`config.mk`:
```
export PLATFORM = sky130hd
export DESIGN_NAME = pyjamask96_sched_flat
export DESIGN_NICKNAME = d
export VERILOG_FILES = /design/src/rtl/pyjamask_pkg.sv /design/src/rtl/pyjamask96_sched_if.sv /design/src/rtl/pyjamask96_rr_arb.sv /design/src/rtl/pyjamask96_sched.sv /design/src/flat_wrapper.sv
export SDC_FILE = /design/constraint.sdc
export NUM_CORES = 1
export LEC_CHECK = 0
export ABC_AREA = 1
export CORE_AREA = 4 4 224 226
export DETAILED_ROUTE_END_ITERATION = 10
export DIE_AREA = 0 0 228 230
export GPL_TIMING_DRIVEN = 0
export PLACE_DENSITY = 0.78
export SLEW_MARGIN = 30
export SYNTH_ARGS = -nofsm -noshare
export SYNTH_HDL_FRONTEND = slang
export SYNTH_SLANG_ARGS = --single-unit
```
`constraint.sdc`:
```
create_clock -name clk -period 28.6 [get_ports clk]
set_input_delay 4.29 -clock clk [delete_from_list [all_inputs] [get_ports clk]]
set_output_delay 4.29 -clock clk [all_outputs]
set_load 0.005 [all_outputs]
```
`src/rtl/pyjamask_pkg.sv`:
```
// Shared types and helpers for the two-requester Pyjamask-96 scheduler.
// Byte indexing everywhere is MSB first: byte 0 is the top byte of the vector.
package pyjamask_pkg;

  typedef enum logic [2:0] {
    S_IDLE,
    S_LOAD,
    S_START,
    S_WAIT,
    S_COLLECT,
    S_RESP,
    S_RECOVER
  } state_t;

  localparam int PT_BYTES  = 12;
  localparam int KEY_BYTES = 16;
  localparam int PT_W      = 8 * PT_BYTES;
  localparam int KEY_W     = 8 * KEY_BYTES;

  // vec holds an nbytes-wide value right-aligned; indices past the end read as zero
  function automatic logic [7:0] msb_byte(input logic [KEY_W-1:0] vec,
                                          input int nbytes, input int idx);
    logic [KEY_W-1:0] sh;
    logic [7:0]       b;
    b  = 8'h00;
    sh = '0;
    if (idx < nbytes) begin
      sh = vec >> (8 * (nbytes - 1 - idx));
      b  = sh[7:0];
    end
    return b;
  endfunction

endpackage

```
`src/rtl/pyjamask96_sched_if.sv`:
```
// Requester-side bundle: two request ports sharing one tagged response channel.
interface pyjamask96_sched_if;
  import pyjamask_pkg::*;

  logic             req0;
  logic             req1;
  logic [PT_W-1:0]  pt0;
  logic [PT_W-1:0]  pt1;
  logic [KEY_W-1:0] key0;
  logic [KEY_W-1:0] key1;
  logic             resp_valid;
  logic             resp_id;
  logic             resp_err;
  logic [PT_W-1:0]  resp_ct;
  logic             busy;

  modport master (
    output req0, req1, pt0, pt1, key0, key1,
    input  resp_valid, resp_id, resp_err, resp_ct, busy
  );

  modport slave (
    input  req0, req1, pt0, pt1, key0, key1,
    output resp_valid, resp_id, resp_err, resp_ct, busy
  );
endinterface

```
`src/rtl/pyjamask96_rr_arb.sv`:
```
// Two-way round-robin arbiter; the winner of a tie is whoever was not served last.
module pyjamask96_rr_arb (
  input  logic clk,
  input  logic reset,
  input  logic req0,
  input  logic req1,
  input  logic upd_en,
  input  logic upd_id,
  output logic gnt_any,
  output logic gnt_id
);

  logic last_id;

  assign gnt_any = req0 | req1;
  assign gnt_id  = (req0 && req1) ? ~last_id : req1;

  // Reset value 1 lets requester 0 win the first tie
  always_ff @(posedge clk or posedge reset) begin
    if (reset)       last_id <= 1'b1;
    else if (upd_en) last_id <= upd_id;
  end

endmodule

```
`src/rtl/pyjamask96_sched.sv`:
```
// Shares one byte-serial Pyjamask-96 core between two requesters: serialises
// plaintext/key in, reassembles ciphertext out, and resets the core on a stall.
module pyjamask96_sched
  import pyjamask_pkg::*;
#(
  parameter int TIMEOUT    = 64,
  parameter int RST_CYCLES = 2
) (
  input  logic                 clk,
  input  logic                 reset,
  pyjamask96_sched_if.slave    bus,
  output logic                 core_load,
  output logic                 core_start,
  output logic [7:0]           core_byte_in,
  output logic [7:0]           core_byte_key_in,
  output logic                 core_reset_n,
  input  logic                 core_valid,
  input  logic [7:0]           core_byte_out
);

  localparam int WCNT_W = $clog2(TIMEOUT + 1);
  localparam int RCNT_W = $clog2(RST_CYCLES + 1);
  localparam logic [WCNT_W-1:0] WAIT_LAST = WCNT_W'(TIMEOUT - 1);
  localparam logic [RCNT_W-1:0] RST_LAST  = RCNT_W'(RST_CYCLES - 1);
  localparam logic [3:0]        LOAD_LAST = 4'(KEY_BYTES - 1);
  localparam logic [3:0]        CT_LAST   = 4'(PT_BYTES - 1);

  state_t             state, nxt_state;
  logic [3:0]         byte_cnt, nxt_byte_cnt;
  logic [3:0]         k_cnt, nxt_k_cnt;
  logic [WCNT_W-1:0]  wcnt, nxt_wcnt;
  logic [RCNT_W-1:0]  rcnt, nxt_rcnt;
  logic               gnt, nxt_gnt;
  logic [PT_W-1:0]    pt_q, nxt_pt;
  logic [KEY_W-1:0]   key_q, nxt_key;
  logic [PT_W-1:0]    ct_buf, nxt_ct_buf;

  logic               resp_valid, nxt_resp_valid;
  logic               resp_id, nxt_resp_id;
  logic               resp_err, nxt_resp_err;
  logic [PT_W-1:0]    resp_ct, nxt_resp_ct;
  logic               busy, nxt_busy;
  logic               nxt_load, nxt_start, nxt_reset_n;
  logic [7:0]         nxt_byte_in, nxt_key_in;

  logic               arb_any, arb_id;
  logic [PT_W-1:0]    sel_pt;
  logic [KEY_W-1:0]   sel_key;

  pyjamask96_rr_arb u_arb (
    .clk     (clk),
    .reset   (reset),
    .req0    (bus.req0),
    .req1    (bus.req1),
    .upd_en  (state == S_RESP),
    .upd_id  (gnt),
    .gnt_any (arb_any),
    .gnt_id  (arb_id)
  );

  assign sel_pt  = arb_id ? bus.pt1  : bus.pt0;
  assign sel_key = arb_id ? bus.key1 : bus.key0;

  assign bus.resp_valid = resp_valid;
  assign bus.resp_id    = resp_id;
  assign bus.resp_err   = resp_err;
  assign bus.resp_ct    = resp_ct;
  assign bus.busy       = busy;

  always_comb begin
    nxt_state      = state;
    nxt_byte_cnt   = byte_cnt;
    nxt_k_cnt      = k_cnt;
    nxt_wcnt       = wcnt;
    nxt_rcnt       = rcnt;
    nxt_gnt        = gnt;
    nxt_pt         = pt_q;
    nxt_key        = key_q;
    nxt_ct_buf     = ct_buf;
    nxt_resp_valid = 1'b0;
    nxt_resp_id    = resp_id;
    nxt_resp_err   = resp_err;
    nxt_resp_ct    = resp_ct;
    nxt_load       = 1'b0;
    nxt_start      = 1'b0;
    nxt_byte_in    = 8'h00;
    nxt_key_in     = 8'h00;
    nxt_reset_n    = 1'b1;

    case (state)
      S_IDLE: begin
        if (arb_any) begin
          // Byte 0 is presented straight from the requester so LOAD starts next cycle
          nxt_gnt      = arb_id;
          nxt_pt       = sel_pt;
          nxt_key      = sel_key;
          nxt_byte_cnt = 4'd0;
          nxt_state    = S_LOAD;
          nxt_load     = 1'b1;
          nxt_byte_in  = msb_byte({32'h0, sel_pt}, PT_BYTES, 0);
          nxt_key_in   = msb_byte(sel_key, KEY_BYTES, 0);
        end
      end
      S_LOAD: begin
        if (byte_cnt == LOAD_LAST) begin
          nxt_state = S_START;
          nxt_start = 1'b1;
        end else begin
          nxt_byte_cnt = byte_cnt + 4'd1;
          nxt_byte_in  = msb_byte({32'h0, pt_q}, PT_BYTES, int'(byte_cnt) + 1);
          nxt_key_in   = msb_byte(key_q, KEY_BYTES, int'(byte_cnt) + 1);
        end
      end
      S_START: begin
        nxt_state = S_WAIT;
        nxt_wcnt  = '0;
      end
      S_WAIT, S_COLLECT: begin
        if (core_valid) begin
          nxt_wcnt = '0;
          if (state == S_WAIT) begin
            nxt_ct_buf       = '0;
            nxt_ct_buf[7:0]  = core_byte_out;
            nxt_k_cnt        = 4'd1;
            nxt_state        = S_COLLECT;
          end else begin
            nxt_ct_buf[8*k_cnt +: 8] = core_byte_out;
            if (k_cnt == CT_LAST) begin
              nxt_state      = S_RESP;
              nxt_resp_valid = 1'b1;
              nxt_resp_id    = gnt;
              nxt_resp_err   = 1'b0;
              nxt_resp_ct    = nxt_ct_buf;
            end else begin
              nxt_k_cnt = k_cnt + 4'd1;
            end
          end
        end else if (wcnt == WAIT_LAST) begin
          nxt_state   = S_RECOVER;
          nxt_rcnt    = '0;
          nxt_reset_n = 1'b0;
        end else begin
          nxt_wcnt = wcnt + 1'b1;
        end
      end
      S_RECOVER: begin
        if (rcnt == RST_LAST) begin
          nxt_state      = S_RESP;
          nxt_resp_valid = 1'b1;
          nxt_resp_id    = gnt;
          nxt_resp_err   = 1'b1;
          nxt_resp_ct    = '0;
        end else begin
          nxt_rcnt    = rcnt + 1'b1;
          nxt_reset_n = 1'b0;
        end
      end
      S_RESP: begin
        nxt_state = S_IDLE;
      end
      default: nxt_state = S_IDLE;
    endcase

    nxt_busy = (nxt_state != S_IDLE);
  end

  always_ff @(posedge clk or posedge reset) begin
    if (reset) begin
      state            <= S_IDLE;
      byte_cnt         <= '0;
      k_cnt            <= '0;
      wcnt             <= '0;
      rcnt             <= '0;
      gnt              <= 1'b0;
      pt_q             <= '0;
      key_q            <= '0;
      ct_buf           <= '0;
      resp_valid       <= 1'b0;
      resp_id          <= 1'b0;
      resp_err         <= 1'b0;
      resp_ct          <= '0;
      busy             <= 1'b0;
      core_load        <= 1'b0;
      core_start       <= 1'b0;
      core_byte_in     <= 8'h00;
      core_byte_key_in <= 8'h00;
      core_reset_n     <= 1'b1;
    end else begin
      state            <= nxt_state;
      byte_cnt         <= nxt_byte_cnt;
      k_cnt            <= nxt_k_cnt;
      wcnt             <= nxt_wcnt;
      rcnt             <= nxt_rcnt;
      gnt              <= nxt_gnt;
      pt_q             <= nxt_pt;
      key_q            <= nxt_key;
      ct_buf           <= nxt_ct_buf;
      resp_valid       <= nxt_resp_valid;
      resp_id          <= nxt_resp_id;
      resp_err         <= nxt_resp_err;
      resp_ct          <= nxt_resp_ct;
      busy             <= nxt_busy;
      core_load        <= nxt_load;
      core_start       <= nxt_start;
      core_byte_in     <= nxt_byte_in;
      core_byte_key_in <= nxt_key_in;
      core_reset_n     <= nxt_reset_n;
    end
  end

endmodule

```
`src/flat_wrapper.sv`:
```
// flat-port wrapper written by rule: the top's interface ports become plain ports
module pyjamask96_sched_flat import pyjamask_pkg::*;
#(
  parameter int TIMEOUT    = 64,
  parameter int RST_CYCLES = 2
)
  (clk, reset, core_load, core_start, core_byte_in, core_byte_key_in, core_reset_n, core_valid, core_byte_out, bus_req0, bus_req1, bus_pt0, bus_pt1, bus_key0, bus_key1, bus_resp_valid, bus_resp_id, bus_resp_err, bus_resp_ct, bus_busy);
  pyjamask96_sched_if bus_i ();
  input  logic clk;
  input  logic reset;
  output logic core_load;
  output logic core_start;
  output logic [7:0] core_byte_in;
  output logic [7:0] core_byte_key_in;
  output logic core_reset_n;
  input  logic core_valid;
  input  logic [7:0] core_byte_out;
  input wire logic [$bits(bus_i.req0)-1:0] bus_req0;
  input wire logic [$bits(bus_i.req1)-1:0] bus_req1;
  input wire logic [$bits(bus_i.pt0)-1:0] bus_pt0;
  input wire logic [$bits(bus_i.pt1)-1:0] bus_pt1;
  input wire logic [$bits(bus_i.key0)-1:0] bus_key0;
  input wire logic [$bits(bus_i.key1)-1:0] bus_key1;
  output wire logic [$bits(bus_i.resp_valid)-1:0] bus_resp_valid;
  output wire logic [$bits(bus_i.resp_id)-1:0] bus_resp_id;
  output wire logic [$bits(bus_i.resp_err)-1:0] bus_resp_err;
  output wire logic [$bits(bus_i.resp_ct)-1:0] bus_resp_ct;
  output wire logic [$bits(bus_i.busy)-1:0] bus_busy;
  assign bus_i.req0 = bus_req0;
  assign bus_i.req1 = bus_req1;
  assign bus_i.pt0 = bus_pt0;
  assign bus_i.pt1 = bus_pt1;
  assign bus_i.key0 = bus_key0;
  assign bus_i.key1 = bus_key1;
  assign bus_resp_valid = bus_i.resp_valid;
  assign bus_resp_id = bus_i.resp_id;
  assign bus_resp_err = bus_i.resp_err;
  assign bus_resp_ct = bus_i.resp_ct;
  assign bus_busy = bus_i.busy;
  pyjamask96_sched #(.TIMEOUT(TIMEOUT), .RST_CYCLES(RST_CYCLES)) u_core (.clk(clk), .reset(reset), .bus(bus_i), .core_load(core_load), .core_start(core_start), .core_byte_in(core_byte_in), .core_byte_key_in(core_byte_key_in), .core_reset_n(core_reset_n), .core_valid(core_valid), .core_byte_out(core_byte_out));
endmodule
```
# Yosys cells after proc, flatten, opt, wreduce, memory -nomap -nowiden
# Index checks and enable logic that the tools add are counted.
[op_classes] n_addsub=8 magnitude_cmp=2 n_eq_ne=21 n_shift=4 mux=60 bitwise=2 reduce_logical=14
[ops] operator="$mux 96" count=6
[ops] operator="$pmux 96 s2" count=1
[ops] operator="$mux 128" count=1
[ops] operator="$shr 128x32->8" count=1
[ops] operator="$bwmux 96" count=1
[ops] operator="$shift 8x34->96 const A" count=1
[ops] operator="$shiftx 8x34->96" count=1
[ops] operator="$shr 96x32->8" count=1
[ops] operator="$sub 5x29->29 const A" count=2
[ops] operator="$mux 8" count=6
[ops] operator="$neg 7->34" count=1
[ops] operator="$lt 32x5->1 const B" count=1
[ops] operator="$lt 32x6->1 const B" count=1
[ops] operator="$pmux 8 s2" count=2
[ops] operator="$mux 3" count=7
[ops] operator="$mux 1" count=19
[ops] operator="$mux 4" count=4
[ops] operator="$pmux 3 s5" count=1
[ops] operator="$mux 7" count=2
[ops] operator="$pmux 7 s2" count=1
[ops] operator="$ne 2x1->1 const B" count=5
[ops] operator="$ne 2x2->1 const B" count=5
[ops] operator="$eq 3x3->1 const B" count=3
[ops] operator="$add 4x1->4 const B" count=2
[ops] operator="24 further kinds" count=36
[word_totals] regBits=461 in_bits=461 out_inout_bits=119 elab_cells=131

# Logic depth before layout (Yosys ltp)
# Gate-level depths: netlist (run 1).
[depth] word_depth=7 mapped_depth=12 mapped_depth_nobuf=11

# Modules after synthesis
# A second synthesis (run 1) with hierarchy kept.
[unflattened] cells_unflattened=3064 area_unflattened_um2=23423.7
[modules_own_cells] mod="pyjamask96_sched" n_inst=1 cells_per_inst=3055 area_per_inst_um2=23363.7 seq_area_each_um2=11512.3
[modules_own_cells] mod="pyjamask96_rr_arb" n_inst=1 cells_per_inst=9 area_per_inst_um2=60.1 seq_area_each_um2=26.3

# Worst setup path before layout (run 1)
# Ideal clock, no wire load.
[synth_path] path_kind="input -> register" from="input bus_req0" to="register u_core.pt_q[0]" setup_time_ns=0.083 arrival_ns=5.351 required_time_ns=28.517 path_slack_ns=23.167 path_stages=7 cell_sequence="nand2_1 -> nand2_1 -> inv_1 -> clkbuf_1 -> clkbuf_1 -> o21ai_0 -> o21ai_0"
[synth_between] elab_chain_len=3 word_cells_on_any_way=5 cone_classes="mux: 2; bitwise: 1; reduce/logical: 2"
[synth_rtl] element="start: declaration" line_no="flat_wrapper.sv:18" text="input wire logic [$bits(bus_i.req0)-1:0] bus_req0;"
[synth_rtl] element="$logic_and 1x1->1" line_no="pyjamask96_rr_arb.sv:16" text="assign gnt_id = (req0 && req1) ? ~last_id : req1;"
[synth_rtl] element="$mux 1" line_no="pyjamask96_rr_arb.sv:16"
[synth_rtl] element="$mux 96" line_no="pyjamask96_sched.sv:61" text="assign sel_pt = arb_id ? bus.pt1 : bus.pt0;"
[synth_rtl] element="end signal: assignment" line_no="pyjamask96_sched.sv:195" text="pt_q <= nxt_pt;"
[synth_rtl] element="end: declaration" line_no="pyjamask96_sched.sv:34" text="logic [PT_W-1:0] pt_q, nxt_pt;"
# Several ways; a longest one is shown, not always the timed one.
# A chain may end at the register's enable or synchronous reset.

# Worst setup path after layout (run 1)
[layout_path] from="input bus_req0" to="register u_core.core_byte_key_in[5]"
[layout_between] elab_chain_len=5 word_cells_on_any_way=6 cone_classes="mux: 4; bitwise: 1; reduce/logical: 1"
[layout_rtl] element="$logic_and 1x1->1" line_no="pyjamask96_rr_arb.sv:16"
[layout_rtl] element="$mux 1" line_no="pyjamask96_rr_arb.sv:16"
[layout_rtl] element="$mux 128" line_no="pyjamask96_sched.sv:62" text="assign sel_key = arb_id ? bus.key1 : bus.key0;"
[layout_rtl] element="$mux 8 (*)" line_no="pyjamask96_sched.sv:92" text="if (arb_any) begin"
[layout_rtl] element="$pmux 8 s2 (*)" line_no="pyjamask96_sched.sv:90" text="case (state)"
[layout_rtl] element="named net u_core.nxt_key_in[5]" line_no="pyjamask96_sched.sv:44" text="logic [7:0] nxt_byte_in, nxt_key_in;"
[layout_rtl] element="end signal: assignment" line_no="pyjamask96_sched.sv:206" text="core_byte_key_in <= nxt_key_in;"
[layout_rtl] element="end: declaration" line_no="pyjamask96_sched.sv:15" text="output logic [7:0] core_byte_key_in,"
# Mark *: on every way through the listed nets, which the timed path passes. The rest lies on a longest branch.

==> results of run 1 <==
[state kept, by name (all words and copies together), names as in the netlist]
name,count
u_core.byte_cnt,4
u_core.ct_buf,96
u_core.k_cnt,4
u_core.rcnt,2
u_core.bus.resp_id,1
u_core.gnt,1
u_core.pt_q,96
u_core.u_arb.last_id,1
u_core.bus.resp_err,1
u_core.bus.resp_ct,96
u_core.key_q,128
u_core.bus.resp_valid,1
u_core.bus.busy,1
u_core.wcnt,7
u_core.core_reset_n,1
u_core.core_byte_key_in,8
u_core.core_start,1
u_core.core_byte_in,8
u_core.state,3
u_core.core_load,1
[placed cells by master, fill, tap and decap left out, types with 5 or more instances in the layout]
master,instances
o22ai_1,97
clkbuf_1,166
clkinv_2,7
nor2_1,293
nor3_1,9
clkbuf_8,13
buf_16,5
buf_1,12
clkdlybuf4s50_1,573
nand2_1,703
buf_2,31
diode_2,24
nand4_1,32
ha_1,8
nor2_2,6
o21ai_1,28
a21oi_1,96
dfrtp_1,459
clkbuf_16,52
a22oi_1,8
nand3_1,288
o21ai_0,523
inv_1,241
[power breakdown]
part | total (uW) | internal, uW | switching, uW
Sequential | 963 | 855 | 108
Combinational | 1370 | 424 | 942
Clock | 689 | 404 | 285
Total | 3020 | 1680 | 1340
[worst max-delay path by stage]
stage              from                          to  slack, ns  depth (start not counted)
2_1_floorplan     reset             u_core.bus.busy      11.46                          1
3_3_place_gp      reset            u_core.key_q[53]       5.68                          2
3_5_place_dp   bus_req0  u_core.core_byte_key_in[5]      21.14                          8
4_1_cts        bus_req0  u_core.core_byte_key_in[5]      21.76                          8
5_1_grt        bus_req0  u_core.core_byte_key_in[5]      21.68                          8
6_report       bus_req0  u_core.core_byte_key_in[5]      21.62                          8
[synthesized netlist by cell type, drive strengths merged]
cell type  instances
a21oi             97
a22oi              8
a31oi              1
buf               45
clkbuf           156
clkinv             1
dfrtp            459
dfstp              2
ha                 8
inv              246
nand2            704
nand3            291
nand3b             1
nand4             35
nor2             300
nor3               9
o211ai             4
o21ai            551
o22ai             97
o31ai              1
or2                1
xnor2              2
xor2               3
[worst max-delay path, cell delays in order]
cell and delay (ns):
clkdlybuf4s50_1 0.48, nand2_1 0.05, nand2_1 0.42, inv_1 0.34
clkbuf_2 0.45, clkbuf_1 0.45, o21ai_0 0.75, nand3_1 0.18
[cells by family (layout without fill, tap and decap cells)]
family,Yosys count,in the layout,synth area share
xor gates and xnor gates,5,5,0.002564
and+or+nand+nor,1341,1341,0.2424
buffers and inverters,448,1119,0.07531
adders and majority gates,8,8,0.004363
DFF,461,461,0.5029
AOI/OAI and AO/OA,759,759,0.1725
other,0,24,0
[per-layer routing]
metal	up-vias	global-route usage	wire length [um]
met5	-	0	39
met4	6	0.1841	5364
met3	291	0.07322	9905
met2	1512	0.5962	46720
met1	11790	0.4493	36680
li1	11300	-	-
[cell type report]
| type | instances | share of cell area |
|---|---|---|
| clock inverters | 16 | 0.006496 |
| diodes | 24 | 0.001913 |
| inverters | 247 | 0.02977 |
| repair buffers | 578 | 0.1871 |
| flip-flops and latches | 461 | 0.3675 |
| well taps | 622 | 0.02479 |
| plain buffers | 201 | 0.02559 |
| clock buffers | 77 | 0.04858 |
| multi-input cells | 2113 | 0.3083 |
[stage by stage]
step	utilization	total power, uW
floorplan	-	1755
global placement	0.6094	2250
detailed placement	0.6124	2276
CTS	0.6482	2967
global route	0.6491	3176
finish	0.6494	3018
==> metrics.md, run 1 <==
| Metric | Value |
|---|---|
| Worst-path fanout max | 10 |
| Floorplan row count | 81 |
| Vias after detailed routing | 24.89k |
| Area of the multi-input gates | 9678 um2 |
| Yosys top cell area share | 0.5006 |
| WL final | about 100000 um |
| DP Wirelength | roughly 76000 um |
| Slew headroom | 0.3662 |
| DRT iter0 DRCs | ~2.8k |
| H-tree Lvls | 2 |
| Post-CTS sizing | 0 |
| Post-CTS setup buffers | 0 |
| Largest net degree at the start of global routing | 93 |
| Clock latency on the worst-skew pair | 0.62 ns |
| Hold path cells | 2 |
| Final ANT Viol Nets | 0 |
| Starting density of the core | 0.4746 |
| Setup violators final | 0 |
| TritonCTS Buffers | just over 50 |
| First-pass GRT wire length | approximately 140000 um |
| DR WL/cell | 22.75 um |
| Cts hold-fix bufs | 0 |
| CP required | roughly 29 ns |
| CP Capture Type | register |
| Syn-to-layout area delta | 36.83% |
| Launch point of the worst reg-to-reg path | u_core.u_arb.last_id |
| Mean post-synth cell area | roughly 7.6 um2 |
| Cell variety after synth | 35 |
| CP Class | in -> reg |
| Final worst-path cycle share | 0.2440 |
| Placer Congestion | slightly below 1 |
| Layout cells sized above 1 | 0.03953 |
| Max VDD drop | ~78 uV |
| Total gr overflow | 0 |
| Core Region | approximately 48000 um2 |
| RR Endpoint | u_core.core_byte_key_in[5] |
| F_max | 143.3 MHz |
| Hold Path End | u_core.bus.resp_ct[25] |
| Die H | around 230 um |
| Clock sinks | roughly 460 |
| Final net count | 4122 |
| Yosys warnings | 0 |
| Initial antenna violation count | 25 |
| Setup ws final | approximately 22 ns |
| Worst min path class | reg -> reg |
| CTS tree | built |
| Fillers | approximately 4.2k |
| Non-filler cells in the finished layout | roughly 4.3k |
| Post-placement cell area | 29610 um2 |
| Syn_nets | 3491 |
| Hold slack | 0.4773 ns |
| Max-slew violation count | 0 |
| Setup TNS | 0 ns |
| Critical path startpoint category | input pin |
| Synth top area cells | dfrtp_1 50%, nand2_1 12%, o21ai_0 11%, nand3_1 6.3%, nor2_1 4.8% |
| RSZ-0062 raised after global routing | no |
| Mapped cell area | 22940 um2 |
| Vias per Instance | 5.737 |
| Final Cell Area | between 30000 and 40000 um2 |
| Reg2Reg Depth | 7 |
| Die width | roughly 230 um |
| Pre-Repair DR Iteration Count | 8 |
| Global Route Usage Sum | 0.3598 |
| Power density cells | around 96 nW/um2 |
| FF/Latch Area | between 10000 and 15000 um2 |
| Drt drc | 0 |
| #FFs+latches synth | about 460 |
| Min-delay src | u_core.bus.resp_ct[25] |
| Clock Tree Buf Depth | 3 |
| Pleak | roughly 0.015 uW |
| Final Hold Viols | 0 |
| Status | completed |
| Num ports | 580 |
| Placed cell count | approximately 4.2k |
| Crit path time final | between 6 and 7 ns |
| Maxcap violations | 0 |
| Vias in the first global route | roughly 24k |
| Flop-to-flop setup slack | 25.25 ns |
| Mapped Cells | just over 3k |
| Die area | between 50000 and 60000 um2 |
| Root Driver | clkbuf_16 |
| Worst-margin pin slew | about 0.95 ns |
| CP Data Arrival Time | about 7.4 ns |
| Dominant cell type by area after synthesis | dfrtp_1 |
| Clock-pin slew on the worst setup and hold paths | 0.06 ns |
| IO Port Bufs | approximately 570 |
| Seq/Total Area, Yosys | 0.5029 |
| Setup WS pre-CTS | about 21 ns |
| Layout Skew | around 0.033 ns |
No activity file was read; power rests on OpenSTA's default activity.
==> run 2: changes to the inputs <==
--- a/config.mk
+++ b/config.mk
@@ -6,11 +6,11 @@
 export NUM_CORES = 1
 export LEC_CHECK = 0
 export ABC_AREA = 1
-export CORE_AREA = 4 4 224 226
+export CORE_AREA = 4 4 226 228
 export DETAILED_ROUTE_END_ITERATION = 10
-export DIE_AREA = 0 0 228 230
+export DIE_AREA = 0 0 230 232
 export GPL_TIMING_DRIVEN = 0
-export PLACE_DENSITY = 0.78
+export PLACE_DENSITY = 0.77
 export SLEW_MARGIN = 30
 export SYNTH_ARGS = -nofsm -noshare
 export SYNTH_HDL_FRONTEND = slang
==> constraint.sdc (replaced) <==
create_clock -name clk -period 7.3 [get_ports clk]
set_input_delay 1.095 -clock clk [delete_from_list [all_inputs] [get_ports clk]]
set_output_delay 1.095 -clock clk [all_outputs]
set_load 0.005 [all_outputs]
==> run 2 against run 1 <==
Via count rose by 0.29%. Design area up 0.84%. Die area increased by 1.8%. Flip-flop and latch count is the same. Critical path type unchanged. Largest cell class unchanged.
==> metrics.md, run 2 (same netlist as run 1, synthesis figures left out) <==
| Metric | Value |
|---|---|
| Layout Skew | roughly 0.014 ns |
| Root Driver | clkbuf_16 |
| Final worst-path cycle share | 0.6121 |
| DP Wirelength | 79040 um |
| CP required | between 7 and 8 ns |
| Internal power | approximately 6600 uW |
| CP Capture Type | register |
| Most common cell after layout, fill and taps aside | nand2_1 |
| Psw | around 5300 uW |
| Status | completed |
| Fillers | ~4.3k |
| Reg2Reg Depth | 7 |
| Clock Tree Buf Depth | 3 |
| Pre-Repair DR Iteration Count | 6 |
| Die area | between 50000 and 60000 um2 |
| Post-CTS sizing | 0 |
| F_max | ~220 MHz |
| Core Util, Final | 0.6481 |
| Starting density of the core | 0.4697 |
| Max FFs per register | 128 |
| Floorplan row count | 81 |
| Global Route Usage Sum | 0.3637 |
| Core Region | between 40000 and 50000 um2 |
| Combinational power share | 0.459 |
| TritonCTS Buffers | 50 |
| Die H | between 200 and 250 um |
| WL final | around 100000 um |
| Setup WS pre-CTS | about 2.4 ns |
| Hold Path End | u_core.bus.resp_ct[78] |
| Max-slew violation count | 0 |
| Layout cells sized above 1 | 0.04182 |
| Post-CTS setup buffers | 0 |
| Power density cells | 375.4 nW/um2 |
| Vias in the first global route | 24.00k |
| Pleak | around 0.015 uW |
| Flop-to-flop setup slack | about 3.5 ns |
| Placer Congestion | between 0.9 and 1 |
| CP Data Arrival Time | 4.98 ns |
| H-tree Lvls | 2 |
| First-pass GRT wire length | roughly 150000 um |
| Initial antenna violation count | 36 |
| Hold slack | ~0.48 ns |
| CP Class | in -> reg |
| Largest net degree at the start of global routing | 32 |
| Cts hold-fix bufs | 0 |
| Num ports | between 500 and 600 |
| Clock-pin slew on the worst setup and hold paths | about 0.060 ns |
| Launch point of the worst reg-to-reg path | u_core.u_arb.last_id |
| Crit path time final | around 4.5 ns |
| Commonest non-fill, non-tap cells in the layout | 703 x nand2_1, 573 x clkdlybuf4s50_1, 522 x o21ai_0 |
| Final net count | roughly 4.1k |
| Final ANT Viol Nets | 0 |
| Critical path startpoint category | input pin |
| Max VDD drop | 264.1 uV |
| Reg power frac | 0.317 |
| Clock power share | 0.224 |
| Setup ws final | 2.831 ns |
| Worst min path class | reg -> reg |
| Worst-path fanout max | 10 |
| Slew headroom | 0.2756 |
| Vias after detailed routing | roughly 25k |
| IO Port Bufs | approximately 570 |
| Total gr overflow | 0 |
| Setup violators final | 0 |
| DRT iter0 DRCs | roughly 2.9k |
| Clock latency on the worst-skew pair | approximately 0.60 ns |
| Maxcap violations | 0 |
| Vias per Instance | about 5.7 |
| Biggest register | u_core.key_q |
| Clock sinks | around 460 |
| Syn-to-layout area delta | 37.98% |
| Setup TNS | 0 ns |
| RSZ-0062 raised after global routing | no |
| Final Hold Viols | 0 |
| Die width | ~230 um |
| Worst-margin pin slew | between 1 and 1.5 ns |
| RR Endpoint | u_core.core_byte_key_in[2] |
| DR WL/cell | about 23 um |
| Drt drc | 0 |
| Min-delay src | u_core.bus.resp_ct[78] |
| Hold path cells | 2 |
| CTS tree | built |
| Sw Share | 0.4472 |
==> run 2: cell count changes in the layout (fill, tap and decap cells not counted), sizes merged <==
cell | before | now
diode | 24 | 26
clkinvlp | 2 | 4
clkinv | 10 | 8
buf | 50 | 63
==> run 2: power by group through the flow <==
stage	Clock (uW)	Combinational, uW	Sequential, uW
after floorplan	0	3240	3640
after global placement	0	5090	3780
after detailed placement	0	5220	3780
after CTS	2660	5250	3740
after global routing	2770	5890	3820
final	2660	5460	3770
==> run 2: cell type report <==
class | instances | area [um2] | share of cell area
Sequential cell | 461 | 11540 | 0.3645
Tap cell | 664 | 830.8 | 0.02624
Timing Repair Buffer | 591 | 6126 | 0.1935
Clock buffer | 77 | 1484 | 0.04687
Inverter | 247 | 930.9 | 0.02940
Buffer | 201 | 802.0 | 0.02533
Multi-Input combinational cell | 2113 | 9678 | 0.3057
Antenna cell | 26 | 65.06 | 0.002055
Clock inverter | 16 | 202.7 | 0.006403
==> run 2: critical path, cell delays in order <==
cell,delay [ns]
clkdlybuf4s50_1,0.48
nand2_1,0.09
nand2_1,0.43
inv_1,0.52
clkbuf_1,0.85
clkbuf_1,0.75
o21ai_0,0.47
nand3_1,0.28
==> run 2: worst max path at each step <==
| stage | startpoint | end | slack (ns) |
|---|---|---|---|
| floorplan | reset | u_core.bus.busy | -0.03 |
| global placement | reset | u_core.key_q[55] | -3.15 |
| detailed placement | bus_req0 | u_core.core_byte_key_in[2] | 2.40 |
| CTS | bus_req0 | u_core.core_byte_key_in[2] | 3.02 |
| global route | bus_req0 | u_core.core_byte_key_in[7] | 2.88 |
| finish | bus_req0 | u_core.core_byte_key_in[2] | 2.83 |
==> run 2: metrics by stage <==
stage	total power (uW)	cells	instance area, um2
detailed placement	8999	4277	29910
finish	11880	4396	31660
global placement	8866	4259	29510
floorplan	6878	3022	22950
global route	12480	4393	31650
CTS	11660	4370	31590
==> run 2: layer usage <==
metal,track usage,vias up,part of all wire
met5,0,-,0.0013
met4,0.1682,18,0.050
met3,0.09556,304,0.11
met2,0.5923,1501,0.47
met1,0.4567,11810,0.37
li1,-,11340,-
